<file path="src/rtl/minute_core_pkg.sv">
// Shared definitions for the minuteCore RV32I core: sizes, opcodes, funct3 codes,
// FSM states and the small combinational helpers used by the execute stage.
package minute_core_pkg;

  localparam int unsigned ADDR_SIZE  = 31;
  localparam int unsigned INSTR_SIZE = 31;
  localparam logic [ADDR_SIZE:0] RESET_PC = 32'h0000_0000;

  // Major opcodes (instruction bits [6:0])
  localparam logic [6:0] OP_IMM = 7'b0010011;
  localparam logic [6:0] OP     = 7'b0110011;
  localparam logic [6:0] LUI    = 7'b0110111;
  localparam logic [6:0] AUIPC  = 7'b0010111;
  localparam logic [6:0] JAL    = 7'b1101111;
  localparam logic [6:0] JALR   = 7'b1100111;
  localparam logic [6:0] BRANCH = 7'b1100011;

  // ALU funct3 codes (shared by OP and OP-IMM)
  localparam logic [2:0] F3_ADD  = 3'b000;
  localparam logic [2:0] F3_SLL  = 3'b001;
  localparam logic [2:0] F3_SLT  = 3'b010;
  localparam logic [2:0] F3_SLTU = 3'b011;
  localparam logic [2:0] F3_XOR  = 3'b100;
  localparam logic [2:0] F3_SR   = 3'b101;
  localparam logic [2:0] F3_OR   = 3'b110;
  localparam logic [2:0] F3_AND  = 3'b111;

  // Branch funct3 codes
  localparam logic [2:0] F3_BEQ  = 3'b000;
  localparam logic [2:0] F3_BNE  = 3'b001;
  localparam logic [2:0] F3_BLT  = 3'b100;
  localparam logic [2:0] F3_BGE  = 3'b101;
  localparam logic [2:0] F3_BLTU = 3'b110;
  localparam logic [2:0] F3_BGEU = 3'b111;

  typedef enum logic [0:0] {StFetch, StExec} state_e;

  // alt selects SUB for ADD and arithmetic shift for SR; ignored otherwise.
  function automatic logic [31:0] alu_op(input logic [2:0] f3, input logic [31:0] a,
                                         input logic [31:0] b, input logic alt);
    logic [31:0] r;
    case (f3)
      F3_ADD:  r = alt ? (a - b) : (a + b);
      F3_SLL:  r = a << b[4:0];
      F3_SLT:  r = {31'b0, $signed(a) < $signed(b)};
      F3_SLTU: r = {31'b0, a < b};
      F3_XOR:  r = a ^ b;
      F3_SR:   r = alt ? $unsigned($signed(a) >>> b[4:0]) : (a >> b[4:0]);
      F3_OR:   r = a | b;
      default: r = a & b;
    endcase
    return r;
  endfunction

  function automatic logic branch_taken(input logic [2:0] f3, input logic [31:0] a,
                                        input logic [31:0] b);
    logic t;
    case (f3)
      F3_BEQ:  t = (a == b);
      F3_BNE:  t = (a != b);
      F3_BLT:  t = ($signed(a) < $signed(b));
      F3_BGE:  t = ($signed(a) >= $signed(b));
      F3_BLTU: t = (a < b);
      F3_BGEU: t = (a >= b);
      default: t = 1'b0;
    endcase
    return t;
  endfunction

endpackage

</file>
<file path="src/rtl/minute_core_if.sv">
// Instruction-memory read port: the core (master) requests, imem (slave) answers.
interface minute_core_if;
  import minute_core_pkg::*;

  logic [ADDR_SIZE:0]  imem_rd_addr;
  logic                imem_rd_enable;
  logic [INSTR_SIZE:0] imem_rd_data;
  logic                imem_rd_ready;

  modport master (
    output imem_rd_addr,
    output imem_rd_enable,
    input  imem_rd_data,
    input  imem_rd_ready
  );

  modport slave (
    input  imem_rd_addr,
    input  imem_rd_enable,
    output imem_rd_data,
    output imem_rd_ready
  );
endinterface

</file>
<file path="src/rtl/minute_regfile.sv">
// 32x32 integer register file: two asynchronous read ports, one synchronous write port.
// x0 is never written and always reads as zero.
module minute_regfile (
  input  logic        clk,
  input  logic        reset,
  input  logic [4:0]  rs1_addr,
  input  logic [4:0]  rs2_addr,
  output logic [31:0] rs1_data,
  output logic [31:0] rs2_data,
  input  logic        we,
  input  logic [4:0]  rd_addr,
  input  logic [31:0] rd_data
);

  logic [31:0] regs [32];

  // Synchronous clear on reset; otherwise write rd unless it is x0
  always_ff @(posedge clk) begin
    if (!reset) begin
      for (int i = 0; i < 32; i++) begin
        regs[i] <= '0;
      end
    end else if (we && (rd_addr != 5'd0)) begin
      regs[rd_addr] <= rd_data;
    end
  end

  // Asynchronous reads with x0 forced to zero
  always_comb begin
    rs1_data = (rs1_addr == 5'd0) ? 32'd0 : regs[rs1_addr];
    rs2_data = (rs2_addr == 5'd0) ? 32'd0 : regs[rs2_addr];
  end

endmodule

</file>
<file path="src/rtl/minute_core.sv">
// Multicycle RV32I integer core: FETCH over the imem read port, then EXEC one instruction.
// Loads, stores, fences, system and illegal opcodes retire as NOPs.
module minute_core
  import minute_core_pkg::*;
(
  input  logic           clk,
  input  logic           reset,
  minute_core_if.master  imem
);

  state_e             state, state_d;
  logic [ADDR_SIZE:0] pc, pc_d;
  logic [31:0]        ir;
  // Low for the first cycle after reset so enable rises one cycle after release.
  logic               armed;

  logic        fetch_done;
  logic        wr_en;
  logic [31:0] wr_data;
  logic        rf_we;
  logic [31:0] rs1_data, rs2_data;

  logic [6:0]  opcode;
  logic [2:0]  funct3;
  logic [4:0]  rd, rs1, rs2;
  logic [31:0] imm_i, imm_b, imm_u, imm_j, pc_plus4;

  assign opcode   = ir[6:0];
  assign rd       = ir[11:7];
  assign funct3   = ir[14:12];
  assign rs1      = ir[19:15];
  assign rs2      = ir[24:20];
  assign imm_i    = {{20{ir[31]}}, ir[31:20]};
  assign imm_b    = {{19{ir[31]}}, ir[31], ir[7], ir[30:25], ir[11:8], 1'b0};
  assign imm_u    = {ir[31:12], 12'b0};
  assign imm_j    = {{11{ir[31]}}, ir[31], ir[19:12], ir[20], ir[30:21], 1'b0};
  assign pc_plus4 = pc + 32'd4;

  assign fetch_done = imem.imem_rd_enable && imem.imem_rd_ready;

  minute_regfile minute_regfile (
    .clk      (clk),
    .reset    (reset),
    .rs1_addr (rs1),
    .rs2_addr (rs2),
    .rs1_data (rs1_data),
    .rs2_data (rs2_data),
    .we       (rf_we),
    .rd_addr  (rd),
    .rd_data  (wr_data)
  );

  // FSM state register
  always_ff @(posedge clk) begin
    if (!reset) begin
      state <= StFetch;
    end else begin
      state <= state_d;
    end
  end

  // FSM next state: leave FETCH only on an accepted read
  always_comb begin
    state_d = state;
    unique case (state)
      StFetch: if (fetch_done) state_d = StExec;
      StExec:  state_d = StFetch;
      default: state_d = StFetch;
    endcase
  end

  // FSM outputs: read request and register write strobe
  always_comb begin
    imem.imem_rd_enable = (state == StFetch) && armed;
    imem.imem_rd_addr   = pc;
    rf_we               = (state == StExec) && wr_en;
  end

  // Datapath registers: pc, instruction register, fetch arming
  always_ff @(posedge clk) begin
    if (!reset) begin
      pc    <= RESET_PC;
      ir    <= '0;
      armed <= 1'b0;
    end else begin
      armed <= 1'b1;
      if (fetch_done) begin
        ir <= imem.imem_rd_data;
      end
      if (state == StExec) begin
        pc <= pc_d;
      end
    end
  end

  // Execute: result, write enable and next pc for the instruction in ir
  always_comb begin
    pc_d    = pc_plus4;
    wr_en   = 1'b0;
    wr_data = '0;
    case (opcode)
      OP_IMM: begin
        wr_en   = 1'b1;
        // Only SRAI uses bit 30; ADDI must never turn into a subtract.
        wr_data = alu_op(funct3, rs1_data, imm_i, (funct3 == F3_SR) && ir[30]);
      end
      OP: begin
        wr_en   = 1'b1;
        wr_data = alu_op(funct3, rs1_data, rs2_data, ir[30]);
      end
      LUI: begin
        wr_en   = 1'b1;
        wr_data = imm_u;
      end
      AUIPC: begin
        wr_en   = 1'b1;
        wr_data = pc + imm_u;
      end
      JAL: begin
        wr_en   = 1'b1;
        wr_data = pc_plus4;
        pc_d    = (pc + imm_j) & ~32'd3;
      end
      JALR: begin
        wr_en   = 1'b1;
        wr_data = pc_plus4;
        pc_d    = (rs1_data + imm_i) & ~32'd3;
      end
      BRANCH: begin
        if (branch_taken(funct3, rs1_data, rs2_data)) begin
          pc_d = (pc + imm_b) & ~32'd3;
        end
      end
      default: ;
    endcase
  end

endmodule

</file>
<file path="src/flat_wrapper.sv">
// flat-port wrapper written by rule: the top's interface ports become plain ports
module minute_core_flat import minute_core_pkg::*;
  (clk, reset, imem_imem_rd_addr, imem_imem_rd_enable, imem_imem_rd_data, imem_imem_rd_ready);
  minute_core_if imem_i ();
  input  logic clk;
  input  logic reset;
  output wire logic [$bits(imem_i.imem_rd_addr)-1:0] imem_imem_rd_addr;
  output wire logic [$bits(imem_i.imem_rd_enable)-1:0] imem_imem_rd_enable;
  input wire logic [$bits(imem_i.imem_rd_data)-1:0] imem_imem_rd_data;
  input wire logic [$bits(imem_i.imem_rd_ready)-1:0] imem_imem_rd_ready;
  assign imem_imem_rd_addr = imem_i.imem_rd_addr;
  assign imem_imem_rd_enable = imem_i.imem_rd_enable;
  assign imem_i.imem_rd_data = imem_imem_rd_data;
  assign imem_i.imem_rd_ready = imem_imem_rd_ready;
  minute_core u_core (.clk(clk), .reset(reset), .imem(imem_i));
endmodule
</file>
<file path="config.mk">
export PLATFORM = sky130hd
export DESIGN_NAME = minute_core_flat
export DESIGN_NICKNAME = d
export VERILOG_FILES = /design/src/rtl/minute_core_pkg.sv /design/src/rtl/minute_core_if.sv /design/src/rtl/minute_regfile.sv /design/src/rtl/minute_core.sv /design/src/flat_wrapper.sv
export SDC_FILE = /design/constraint.sdc
export NUM_CORES = 2
export LEC_CHECK = 0
export BUFFER_PORTS_ARGS = -buffer_cell sky130_fd_sc_hd__buf_2
export CORE_ASPECT_RATIO = 0.9
export CORE_MARGIN = 10
export CORE_UTILIZATION = 65
export CTS_CLUSTER_SIZE = 16
export DETAILED_ROUTE_END_ITERATION = 6
export PLACE_DENSITY = 0.82
export REMOVE_ABC_BUFFERS = 1
export SLEW_MARGIN = 10
export SYNTH_ARGS = -nofsm -noshare
export SYNTH_HDL_FRONTEND = slang
export SYNTH_SLANG_ARGS = --single-unit
</file>
<file path="constraint.sdc">
create_clock -name clk -period 15.5 [get_ports clk]
set_input_delay 1.55 -clock clk [delete_from_list [all_inputs] [get_ports clk]]
set_output_delay 1.55 -clock clk [all_outputs]
set_load 0.1 [all_outputs]
</file>
==> results_dict.tcl, run 1 <==
set metrics [dict create \
    outcome "did not finish" \
    stop_stage "5_1_grt" \
    firstError "[ERROR GRT-0232] Routing congestion too high. Check the congestion heatmap in the GUI." \
    synth-adder-area-share_pct 4.14 \
    yosysUniqueCellTypes 109 \
    synth_top_cell_by_area "edfxtp_1" \
    root_buffer "clkbuf_16" \
    ios 68 \
    synth_top_family_by_area "multiplexers" \
    initial_core_util_pct 65.8 \
    die_x_um 384 \
    cts_hold_buf 0 \
    synthMostInstantiatedCell "nor2_1" \
    grt_max_degree 92 \
    die_height_um 347 \
    clkSinkCount 1098 \
    ys_seq_area_share_pct 41.7 \
    pre_cts_slack_ns 6.28 \
    yosys-top-cells-count "1,302 x nor2_1, 1,024 x edfxtp_1, 616 x mux4_2, 478 x nand2_1, 458 x a21oi_1" \
    cts.repair.resized 0 \
    synth_warnings 0 \
    synth_async_sr_flop_share_pct 0 \
    grt_overflow 45 \
    avgSynthCellArea_sq_um 10.9 \
    rows 119 \
    finalWeightedCongestion 1.10 \
    muxShareOfSynthArea_pct 21.7 \
    cts.htree.levels 3 \
    numCtsBuffers 104 \
    clk_path_buf_depth 3 \
    grt_usage_pct 78.4 \
    synth_top_area_share_pct 39.8 \
    ys_ff_latch 1098 \
    syn_area_sq_um 77300 \
    synthFlopType "edfxtp_1" \
    dp_hpwl_mm 246 \
    yosys.area_share.simple_pct 12.5 \
    port_buffers 65 \
    synthCells 7121 \
    cts_setup_buffers 0 \
    synth_area_leaders "edfxtp_1 40%, mux4_2 18%, nor2_1 6.3%, ha_1 4.0%, a21oi_1 3.0%" \
    synth_compound_area_share_pct 13.8 \
    synth-xor-area-share_pct 1.61 \
    synth-edff-count 1024 \
    antenna_found_initial 62 \
]
per-stage QoR:
stage	cells	instance area, sq um	hold slack (ns)
after floorplan	6496	74500	0.439
after CTS	8545	82600	0.470
after detailed placement	8354	79100	0.458
after global placement	8354	79100	0.450
per-layer routing:
metal | track usage [%] | overflow
met2 | 87.6 | 12
met5 | 57.4 | 1
met4 | 72.5 | 17
met1 | 78.4 | 6
met3 | 72.5 | 9
cells by family after synthesis:
family                     Yosys count
AOI/OAI and AO/OA                 1628
xor gates and xnor gates           142
adders and majority gates          253
buffers and inverters              825
DFF                               1098
muxes                              891
other                                1
and+or+nand+nor                   2283
==> inputs of run 2 (changes only) <==
--- a/config.mk
+++ b/config.mk
@@ -6,12 +6,10 @@
 export NUM_CORES = 2
 export LEC_CHECK = 0
 export BUFFER_PORTS_ARGS = -buffer_cell sky130_fd_sc_hd__buf_2
-export CORE_ASPECT_RATIO = 0.9
 export CORE_MARGIN = 10
-export CORE_UTILIZATION = 65
-export CTS_CLUSTER_SIZE = 16
+export CORE_UTILIZATION = 40
 export DETAILED_ROUTE_END_ITERATION = 6
-export PLACE_DENSITY = 0.82
+export PLACE_DENSITY_LB_ADDON = 0.15
 export REMOVE_ABC_BUFFERS = 1
 export SLEW_MARGIN = 10
 export SYNTH_ARGS = -nofsm -noshare
==> run 2 against run 1 <==
Synthesized cell count did not move. The flow now finishes, with violations (design-rule violations). Area after synthesis did not move.
==> results_dict.tcl, run 2 <==
set metrics [dict create \
    final_antenna_net_count 0 \
    regArea_sq_um 32300 \
    p_switching_mw 2.89 \
    critPathKind "reg2reg" \
    synth_top_family_by_area "multiplexers" \
    synth_area_leaders "edfxtp_1 40%, mux4_2 18%, nor2_1 6.3%, ha_1 4.0%, a21oi_1 3.0%" \
    port_buffers 65 \
    placed_area_sq_um 80500 \
    final_cells 9549 \
    clk_path_buf_depth 3 \
    synth_compound_area_share_pct 13.8 \
    crit_path_top_delay_cell "o221a_2" \
    setup_viol 0 \
    num_vias 66400 \
    p_seq_share_pct 40.1 \
    clockPowerShare_pct 33.9 \
    clock_latency_ns 0.84 \
    grt_pass1_vias 63300 \
    grt_max_degree 94 \
    clkSlewWorstSetupHoldPaths_ns 0.06 \
    crit_fanout 38 \
    muxShareOfSynthArea_pct 21.7 \
    synth_warnings 0 \
    ys_seq_area_share_pct 41.7 \
    root_buffer "clkbuf_16" \
    outcome "complete, but fails checks" \
    crit_chain "buf_4, buf_4, mux4_2, mux2i_1, a221oi_4, buf_4, and2_2, buf_4, ha_1, nand2b_1, a31oi_1, o211ai_1, a31oi_1, a21oi_1, o21ai_0, a311oi_1, o21bai_1, mux2i_1, nor4b_1, o221a_2, nor2_1" \
    layout-drive-gt1-share_pct 20.1 \
    finalHoldViolCount 0 \
    synth_async_sr_flop_share_pct 0 \
    avgSynthCellArea_sq_um 10.9 \
    violations "design-rule violations" \
    synthFlopType "edfxtp_1" \
    dp_hpwl_mm 247 \
    p_leak_nw 28.6 \
    die_height_um 460 \
    yosys-top-cells-count "1,302 x nor2_1, 1,024 x edfxtp_1, 616 x mux4_2, 478 x nand2_1, 458 x a21oi_1" \
    initial_core_util_pct 40.2 \
    cts_tree "yes" \
    tightest_slew_ns 1.44 \
    first_iter_violations 11100 \
    drv_slew 0 \
    rsz0062_at_grt "no" \
    clkSinkCount 1098 \
    multi_input_area_sq_um 42300 \
    min_path_type "reg2reg" \
    period_needed_ns 9.60 \
    yosys.area_share.simple_pct 12.5 \
    worst-path-buf-inv 4 \
    cts_setup_buffers 0 \
    cts.repair.resized 0 \
    route.detailed.drc 1 \
    grt_pass1_wl_mm 516 \
    max_freq_mhz 104 \
    largest_reg_flops 1024 \
    cp.arrival_ns 10.09 \
    relSlewSlack_pct 4.28 \
    fp.dieArea_sq_um 211000 \
    finalWeightedCongestion 1.05 \
    comb_power_share_pct 26.0 \
    maxCapViolations 0 \
    dr.pass1.iters 7 \
    ys_ff_latch 1098 \
    fill_cells 18000 \
    final_nets 7213 \
    finalInstanceArea_sq_um 84400 \
    antenna_found_initial 12 \
    top_register "u_core.minute_regfile.regs" \
    cts.htree.levels 3 \
    die_x_um 460 \
    core_sq_um 192000 \
    final_common_cell "nor2_1" \
    critPathMaxStageDelay_ns 0.87 \
    path_delay_family "compound AO/OA/AOI/OAI gates" \
    synth-adder-area-share_pct 4.14 \
    areaGrowthSynthToFinish_pct 9.16 \
    clock_skew_ns 0.0739 \
    numCtsBuffers 121 \
    ios 68 \
    final_core_util_pct 43.9 \
    end_kind "flip-flop" \
    viasPerCell 6.96 \
    synth-edff-count 1024 \
    synthCells 7121 \
    wl_mm 377 \
    grt_usage_pct 34.5 \
    mostFrequentLayoutCells "1,296 x nor2_1, 1,024 x edfxtp_1, 616 x mux4_2" \
    synth_top_cell_by_area "edfxtp_1" \
    synth_top_area_share_pct 39.8 \
    cts_hold_buf 0 \
    grt_overflow 0 \
    rows 161 \
    post-route-period-util_pct 61.9 \
    swShare_pct 33.8 \
    synthMostInstantiatedCell "nor2_1" \
    dp_cells 9328 \
    cellPowerDensity_nw_per_um2 101 \
    synth-xor-area-share_pct 1.61 \
    crit_path_start_kind "flip-flop" \
    required_ns 16.00 \
    drt-wirelength-per-cell_um 39.5 \
    peakVddDrop_v 0.000111 \
    yosysUniqueCellTypes 109 \
    cell_internal_pwr_mw 5.65 \
    cpMostUsedCell "buf_4" \
    syn_area_sq_um 77300 \
]
[run 2: worst min-delay path, stage by stage, from the launching register on]
cell,delay (ns)
dfxtp_1,0.31
nand2_1,0.05
a21oi_1,0.05
[run 2: power by group through the flow]
stage          logic, mW  clock network [mW]  registers, mW
3_5_place_dp        2.12                   0           3.48
3_3_place_gp        2.12                   0           3.48
4_1_cts             2.13                2.91           3.42
2_1_floorplan       1.26                   0           3.51
5_1_grt             2.27                3.02           3.43
6_report            2.22                2.89           3.42
[run 2: final timing paths]
check | start | to | slack, ns | cells after the start
worst min register to register | u_core.ir[4] | u_core.ir[4] | 0.46 | 2
worst max register to register | flip-flop | u_core.minute_regfile.regs[22][26] | 5.90 | 21
worst min-delay path | u_core.ir[4] | u_core.ir[4] | 0.46 | 2
worst max-delay path | flip-flop | u_core.minute_regfile.regs[22][26] | 5.90 | 21
[run 2: cells by family (layout without fill, tap and decap cells)]
logic type      Yosys count  in the layout
compound gates         1628           1628
flops                  1098           1098
xor+xnor                142            142
buf+inv                 825            691
simple gates           2283           2283
fa+ha+maj               253            253
other cells               1             37
mux                     891            891
[run 2: final cells by class]
class	count	share of cell area [%]
tap	2526	3.75
inverter	167	0.746
clock inverter	61	0.802
multi-input combinational	5231	50.1
sequential	1098	38.2
antenna	3	0.00890
clock buffer	157	3.81
timing repair buffer	306	2.56
[run 2: through the flow]
stage	worst slack [ns]	total power [mW]	setup TNS, ns	hold WS [ns]
CTS	6.21	8.45	0	0.463
global placement	6.30	5.59	0	0.458
detailed placement	6.19	5.60	0	0.454
global route	5.45	8.72	0	0.504
finish	5.90	8.54	0	0.464
floorplan	-4.51	4.77	-2845.93	0.439
[run 2: layer usage]
layer / global-route usage [%] / vias to the layer above / wire (um)
met2: 52.5 / 5099 / 165000
met4: 22.4 / 16 / 30800
met3: 8.50 / 1213 / 43900
met1: 43.7 / 33500 / 137000
met5: 0 / - / 106
li1: - / 26600 / -
Power figures use the tool's default switching activity.
